[src/rtl/mem_arbiter_if.sv]
// Shared bus between the fetch/data requesters, the arbiter and the single RAM port.
// The arbiter takes the slave side; the requesters and RAM model take the master side.
interface mem_arbiter_if;
    logic        iREN;
    logic [31:0] iaddr;
    logic        iwait;
    logic [31:0] iload;
    logic        dREN;
    logic        dWEN;
    logic [31:0] daddr;
    logic [31:0] dstore;
    logic        dwait;
    logic [31:0] dload;
    logic        ramREN;
    logic        ramWEN;
    logic [31:0] ramaddr;
    logic [31:0] ramstore;
    logic [31:0] ramload;
    logic        ramready;

    modport slave (
        input  iREN, iaddr, dREN, dWEN, daddr, dstore, ramload, ramready,
        output iwait, iload, dwait, dload, ramREN, ramWEN, ramaddr, ramstore
    );

    modport master (
        output iREN, iaddr, dREN, dWEN, daddr, dstore, ramload, ramready,
        input  iwait, iload, dwait, dload, ramREN, ramWEN, ramaddr, ramstore
    );
endinterface

[src/rtl/mem_arbiter.sv]
// Two-requester arbiter (instruction fetch / data) onto one RAM port, with
// data priority, fetch/data alternation and a per-access timeout.
module mem_arbiter #(
    parameter int unsigned TMO_CYCLES = 16
) (
    input  logic          CLK,
    input  logic          RST,
    mem_arbiter_if.slave  bus,
    output logic          tmo_err
);

    typedef enum logic [1:0] {IDLE, IACC, DACC} state_t;

    localparam logic [7:0] TMO_LAST = 8'(TMO_CYCLES - 1);

    state_t      state;
    state_t      state_nxt;
    logic [7:0]  tmo_cnt;
    logic [31:0] addr_q;
    logic [31:0] store_q;
    logic        wr_q;
    logic        last_data;
    logic        dreq;
    logic        grant_i;
    logic        grant_d;
    logic        done;
    logic        timeout;

    always_ff @(posedge CLK) begin
        if (RST) begin
            state     <= IDLE;
            tmo_cnt   <= 8'd0;
            tmo_err   <= 1'b0;
            addr_q    <= 32'd0;
            store_q   <= 32'd0;
            wr_q      <= 1'b0;
            last_data <= 1'b0;
        end else begin
            state <= state_nxt;
            if (grant_i || grant_d) begin
                tmo_cnt <= 8'd0;
            end else if (state != IDLE && !bus.ramready && tmo_cnt != 8'hFF) begin
                tmo_cnt <= tmo_cnt + 8'd1;
            end
            if (grant_i) begin
                addr_q <= bus.iaddr;
                wr_q   <= 1'b0;
            end
            if (grant_d) begin
                addr_q  <= bus.daddr;
                store_q <= bus.dstore;
                wr_q    <= bus.dWEN;
            end
            // Only a real completion decides whose turn is next; an abort does not.
            if (done) begin
                last_data <= (state == DACC);
            end
            if (timeout) begin
                tmo_err <= 1'b1;
            end
        end
    end

    always_comb begin
        state_nxt    = state;
        grant_i      = 1'b0;
        grant_d      = 1'b0;
        done         = 1'b0;
        timeout      = 1'b0;
        dreq         = bus.dREN | bus.dWEN;
        bus.ramREN   = 1'b0;
        bus.ramWEN   = 1'b0;
        bus.ramaddr  = addr_q;
        bus.ramstore = store_q;
        bus.iload    = bus.ramload;
        bus.dload    = bus.ramload;
        bus.iwait    = bus.iREN;
        bus.dwait    = dreq;

        case (state)
            IDLE: begin
                // Data wins unless it was served last and a fetch is waiting.
                if (bus.iREN && (last_data || !dreq)) begin
                    grant_i   = 1'b1;
                    state_nxt = IACC;
                end else if (dreq) begin
                    grant_d   = 1'b1;
                    state_nxt = DACC;
                end
            end
            IACC, DACC: begin
                if (state == IACC) begin
                    bus.ramREN = 1'b1;
                    bus.iwait  = bus.iREN & ~bus.ramready;
                end else begin
                    bus.ramWEN = wr_q;
                    bus.ramREN = ~wr_q;
                    bus.dwait  = dreq & ~bus.ramready;
                end
                if (bus.ramready) begin
                    done      = 1'b1;
                    state_nxt = IDLE;
                end else if (tmo_cnt >= TMO_LAST) begin
                    timeout   = 1'b1;
                    state_nxt = IDLE;
                end
            end
            default: state_nxt = IDLE;
        endcase
    end

endmodule

[src/flat_wrapper.sv]
// flat-port wrapper written by rule: the top's interface ports become plain ports
module mem_arbiter_flat 
#(
    parameter int unsigned TMO_CYCLES = 16
)
  (CLK, RST, tmo_err, bus_iREN, bus_iaddr, bus_dREN, bus_dWEN, bus_daddr, bus_dstore, bus_ramload, bus_ramready, bus_iwait, bus_iload, bus_dwait, bus_dload, bus_ramREN, bus_ramWEN, bus_ramaddr, bus_ramstore);
  mem_arbiter_if bus_i ();
  input  logic CLK;
  input  logic RST;
  output logic tmo_err;
  input wire logic [$bits(bus_i.iREN)-1:0] bus_iREN;
  input wire logic [$bits(bus_i.iaddr)-1:0] bus_iaddr;
  input wire logic [$bits(bus_i.dREN)-1:0] bus_dREN;
  input wire logic [$bits(bus_i.dWEN)-1:0] bus_dWEN;
  input wire logic [$bits(bus_i.daddr)-1:0] bus_daddr;
  input wire logic [$bits(bus_i.dstore)-1:0] bus_dstore;
  input wire logic [$bits(bus_i.ramload)-1:0] bus_ramload;
  input wire logic [$bits(bus_i.ramready)-1:0] bus_ramready;
  output wire logic [$bits(bus_i.iwait)-1:0] bus_iwait;
  output wire logic [$bits(bus_i.iload)-1:0] bus_iload;
  output wire logic [$bits(bus_i.dwait)-1:0] bus_dwait;
  output wire logic [$bits(bus_i.dload)-1:0] bus_dload;
  output wire logic [$bits(bus_i.ramREN)-1:0] bus_ramREN;
  output wire logic [$bits(bus_i.ramWEN)-1:0] bus_ramWEN;
  output wire logic [$bits(bus_i.ramaddr)-1:0] bus_ramaddr;
  output wire logic [$bits(bus_i.ramstore)-1:0] bus_ramstore;
  assign bus_i.iREN = bus_iREN;
  assign bus_i.iaddr = bus_iaddr;
  assign bus_i.dREN = bus_dREN;
  assign bus_i.dWEN = bus_dWEN;
  assign bus_i.daddr = bus_daddr;
  assign bus_i.dstore = bus_dstore;
  assign bus_i.ramload = bus_ramload;
  assign bus_i.ramready = bus_ramready;
  assign bus_iwait = bus_i.iwait;
  assign bus_iload = bus_i.iload;
  assign bus_dwait = bus_i.dwait;
  assign bus_dload = bus_i.dload;
  assign bus_ramREN = bus_i.ramREN;
  assign bus_ramWEN = bus_i.ramWEN;
  assign bus_ramaddr = bus_i.ramaddr;
  assign bus_ramstore = bus_i.ramstore;
  mem_arbiter #(.TMO_CYCLES(TMO_CYCLES)) u_core (.CLK(CLK), .RST(RST), .bus(bus_i), .tmo_err(tmo_err));
endmodule
[config.mk]
export PLATFORM = sky130hd
export DESIGN_NAME = mem_arbiter_flat
export DESIGN_NICKNAME = d
export VERILOG_FILES = /design/src/rtl/mem_arbiter_if.sv /design/src/rtl/mem_arbiter.sv /design/src/flat_wrapper.sv
export SDC_FILE = /design/constraint.sdc
export NUM_CORES = 1
export LEC_CHECK = 0
export BUFFER_PORTS_ARGS = -buffer_cell sky130_fd_sc_hd__buf_2
export CELL_PAD_IN_SITES_DETAIL_PLACEMENT = 2
export CELL_PAD_IN_SITES_GLOBAL_PLACEMENT = 2
export CORE_ASPECT_RATIO = 0.75
export CORE_MARGIN = 3
export CORE_UTILIZATION = 18
export CTS_CLUSTER_DIAMETER = 200
export DETAILED_ROUTE_END_ITERATION = 16
export GPL_TIMING_DRIVEN = 0
export PLACE_DENSITY_LB_ADDON = 0.15
export SLEW_MARGIN = 10
export SYNTH_ARGS = -nofsm -noshare
export SYNTH_HDL_FRONTEND = slang
export SYNTH_SLANG_ARGS = --single-unit
[constraint.sdc]
create_clock -name CLK -period 1.7 [get_ports CLK]
set_input_delay 0.34 -clock CLK [delete_from_list [all_inputs] [get_ports CLK]]
set_output_delay 0.34 -clock CLK [all_outputs]
set_load 0.02 [all_outputs]
==> metrics.txt <==
fin crit share 1.024; Starting Density 0.1847; drt first-iter violations between 100 and 150; post-synthesis sequential area ratio 0.4270; Worst Setup End Kind output pin; Buffers on Ports 233; DIE AREA 21,810 µm²; DIE WIDTH ~170 µm; drt total wl approximately 16,000 µm; Layout area overhead 61.53%; root buf cell clkbuf_16; first-pass GRT wire length 24,030 µm; drt drc 0; ys async rst share 0; Hold WC Path Type input port to flip-flop; Critical Path Fanout Max 6; Rows 44; failing checks negative setup slack; Largest stage delay, worst path ~0.33 ns; status complete, but fails checks; Detailed Routing Iterations Pass 1 6; Final #Nets around 860; CTS Buffer Depth 2; final non-filler cell total between 900 and 1,000; share of layout cells above drive strength 1 0.5267; vias in the first global route 4,446; cells along the critical path inv_2 -> ha_4 -> nand2_4 -> o21a_1 -> buf_6; Overflow after GRT 0; filler cell count in the final layout around 2,300; Ports between 200 and 300; Worst-Margin Slew roughly 0.64 ns; cts bufs inserted 9; Multi-input gate area about 1600 µm²; total number of vias approximately 4,100; type of origin of the critical path flip-flop; max cap viols 0; antenna diode count 0; f_max around 570 MHz; Core ar. 19,540 µm²; CTS Hold Buffers Added 0; Slowest-stage cell, CP dfxtp_2; crit path time final 1.741 ns; ys flop type dfxtp_1; largest net degree at the start of global routing 15; worst rel slew slack 0.5762; Yosys cell types 36; endpoints failing hold 0; H-tree depth 3; Reg area around 1500 µm²; max-slew violations 0; Leak about 0.0029 µW; initial antenna violation count 1; Mapped Cells 465; Crit Path Category flip-flop to output pin; post-route ant nets 0; clk_skew ~0.0055 ns; WL/cell 16.34 µm; Tot GR Track Use 0.1406; peak supply drop approximately 430 µV; placed insts 951; DP Wirelength 12,420 µm; via/cell ratio between 4 and 5; Syn Area/Cell between 7 and 8 µm²; TritonCTS clock tree yes; Post-synth EDFFs 0; clk slew on worst S/H paths roughly 0.070 ns; Power Total ~6300 µW; Final setup viols 4; Synthesized Nets between 600 and 700; Critical Path RT about 1.4 ns; WP data arrival between 1 and 1.5 ns; Clock Latency Late Sink approximately 0.34 ns; chip height approximately 130 µm; synthesis warning total 0; CTS sink cnt 77; unrepaired setup endpoints after global routing yes; Setup WS post-layout -0.04087 ns; power per cell area roughly 1100 nW/µm²; GPL Wtd Cong about 0.74; Synth Cell Area 3610 µm²; Synth Register Bits 77
cells in the final DEF (no fill, tap or decap), types with 2 or more instances in the layout:
cell	instances
o21a_1	2
and3_1	3
a21oi_1	37
nand3_1	3
ha_4	2
inv_6	2
xor2_1	3
buf_2	231
nand2_1	135
a311oi_1	28
buf_4	83
nor2_2	7
nor2_1	33
dfxtp_1	75
o21ai_0	2
clkinvlp_4	2
inv_2	3
o211ai_1	4
clkbuf_16	12
clkbuf_1	6
nand3_2	2
dfxtp_2	2
a311oi_2	4
or3_1	2
clkbuf_2	7
buf_6	4
buf_8	5
clkinv_2	2
Yosys cell counts (2+ instances only):
cell type  number  area (µm²)
and3_1          4       25.02
nand2_1       136       510.5
ha_1            4       50.05
dfxtp_1        77        1541
nand3_1         5       25.02
or3_1           2       12.51
o21ai_0         2       10.01
buf_1           6       22.52
a21oi_1        37       185.2
o21a_1          2       15.01
nor2_1         41       153.9
o211ai_1        4       30.03
buf_2           3       15.01
or4_1           2       15.01
a311oi_1       32       280.3
clkbuf_1       21       78.83
inv_1           3       11.26
xor2_1          3       26.28
buf_4          64       480.5
kinds of logic (layout without fill, tap and decap cells):
logic type                 Yosys count  count (layout)  share of synthesized area
adders and majority gates            4               4                    0.01387
buffers and inverters               98             362                     0.1695
DFF                                 77              77                     0.4270
and+or+nand+nor                    197             197                     0.2184
xor gates and xnor gates             3               3                   0.007280
muxes                                1               1                   0.002773
AOI/OAI and AO/OA                   85              85                     0.1612
registers in the layout, indices dropped and copies added (netlist names):
signal / cells
u_core.state: 2
u_core.wr_q: 1
u_core.bus.ramaddr: 32
u_core.tmo_err: 1
u_core.tmo_cnt: 8
u_core.last_data: 1
u_core.bus.ramstore: 32
worst paths after layout:
path / start / to / slack (ns) / cells past startpoint
max: u_core.state[0] / bus_iwait / -0.04 / 5
max reg2reg: u_core.state[0] / u_core.wr_q / -0.01 / 9
min reg2reg: u_core.bus.ramstore[15] / u_core.bus.ramstore[15] / 0.46 / 2
min: bus_dstore[14] / u_core.bus.ramstore[14] / 0.23 / 3
per-layer routing:
metal  wire (µm)  vias to the layer above  global-route usage
li1            -                     2016                   -
met3        1016                       10             0.04484
met1        6574                     1961              0.1665
met2        8301                      130              0.2495
met4         140                        2             0.03317
met5          13                        -                   0
power breakdown:
part	internal, µW	switching [µW]	total, µW
Sequential	2030	126	2160
Clock	1140	817	1960
Combinational	895	1260	2150
Total	4070	2200	6270
critical path: cells and delay by family, from the launching register on:
family / cells / cell delay, ns
flops: 1 / 0.33
compound gates: 1 / 0.20
fa+ha+maj: 1 / 0.30
simple gates: 1 / 0.05
buf+inv: 2 / 0.18
stage by stage:
step	cell area, µm²	hold WS [ns]	utilization	TNS, ns	setup WS, ns
floorplan	3632	0.4464	-	-0.01660	-0.01660
global placement	5115	0.4390	0.2617	-28.61	-0.5943
detailed placement	5115	0.4508	0.2617	-30.36	-0.6268
CTS	5543	0.2167	0.2836	-0.1341	-0.04627
global route	5831	0.2235	0.2983	-1.063	-0.1341
finish	5831	0.2350	0.2983	-0.08434	-0.04087
cell type report:
cell class                 count  area share
buffer                        92      0.1159
clock buffer                   9     0.03863
clock inverter                 7     0.01245
inverter                       4    0.003004
multi-input combinational    290      0.2730
sequential                    77      0.2648
tap                          253     0.05429
timing repair buffer         250      0.2380
what timing repair did:
action                                  in CTS  in global routing
buffers inserted                             8                  6
endpoints found under the setup margin      70                 63
pin swaps                                    6                 29
cloned                                       0                  3
gates resized for setup                     37                 61
Note: power is estimated with default switching activity, not from simulation.
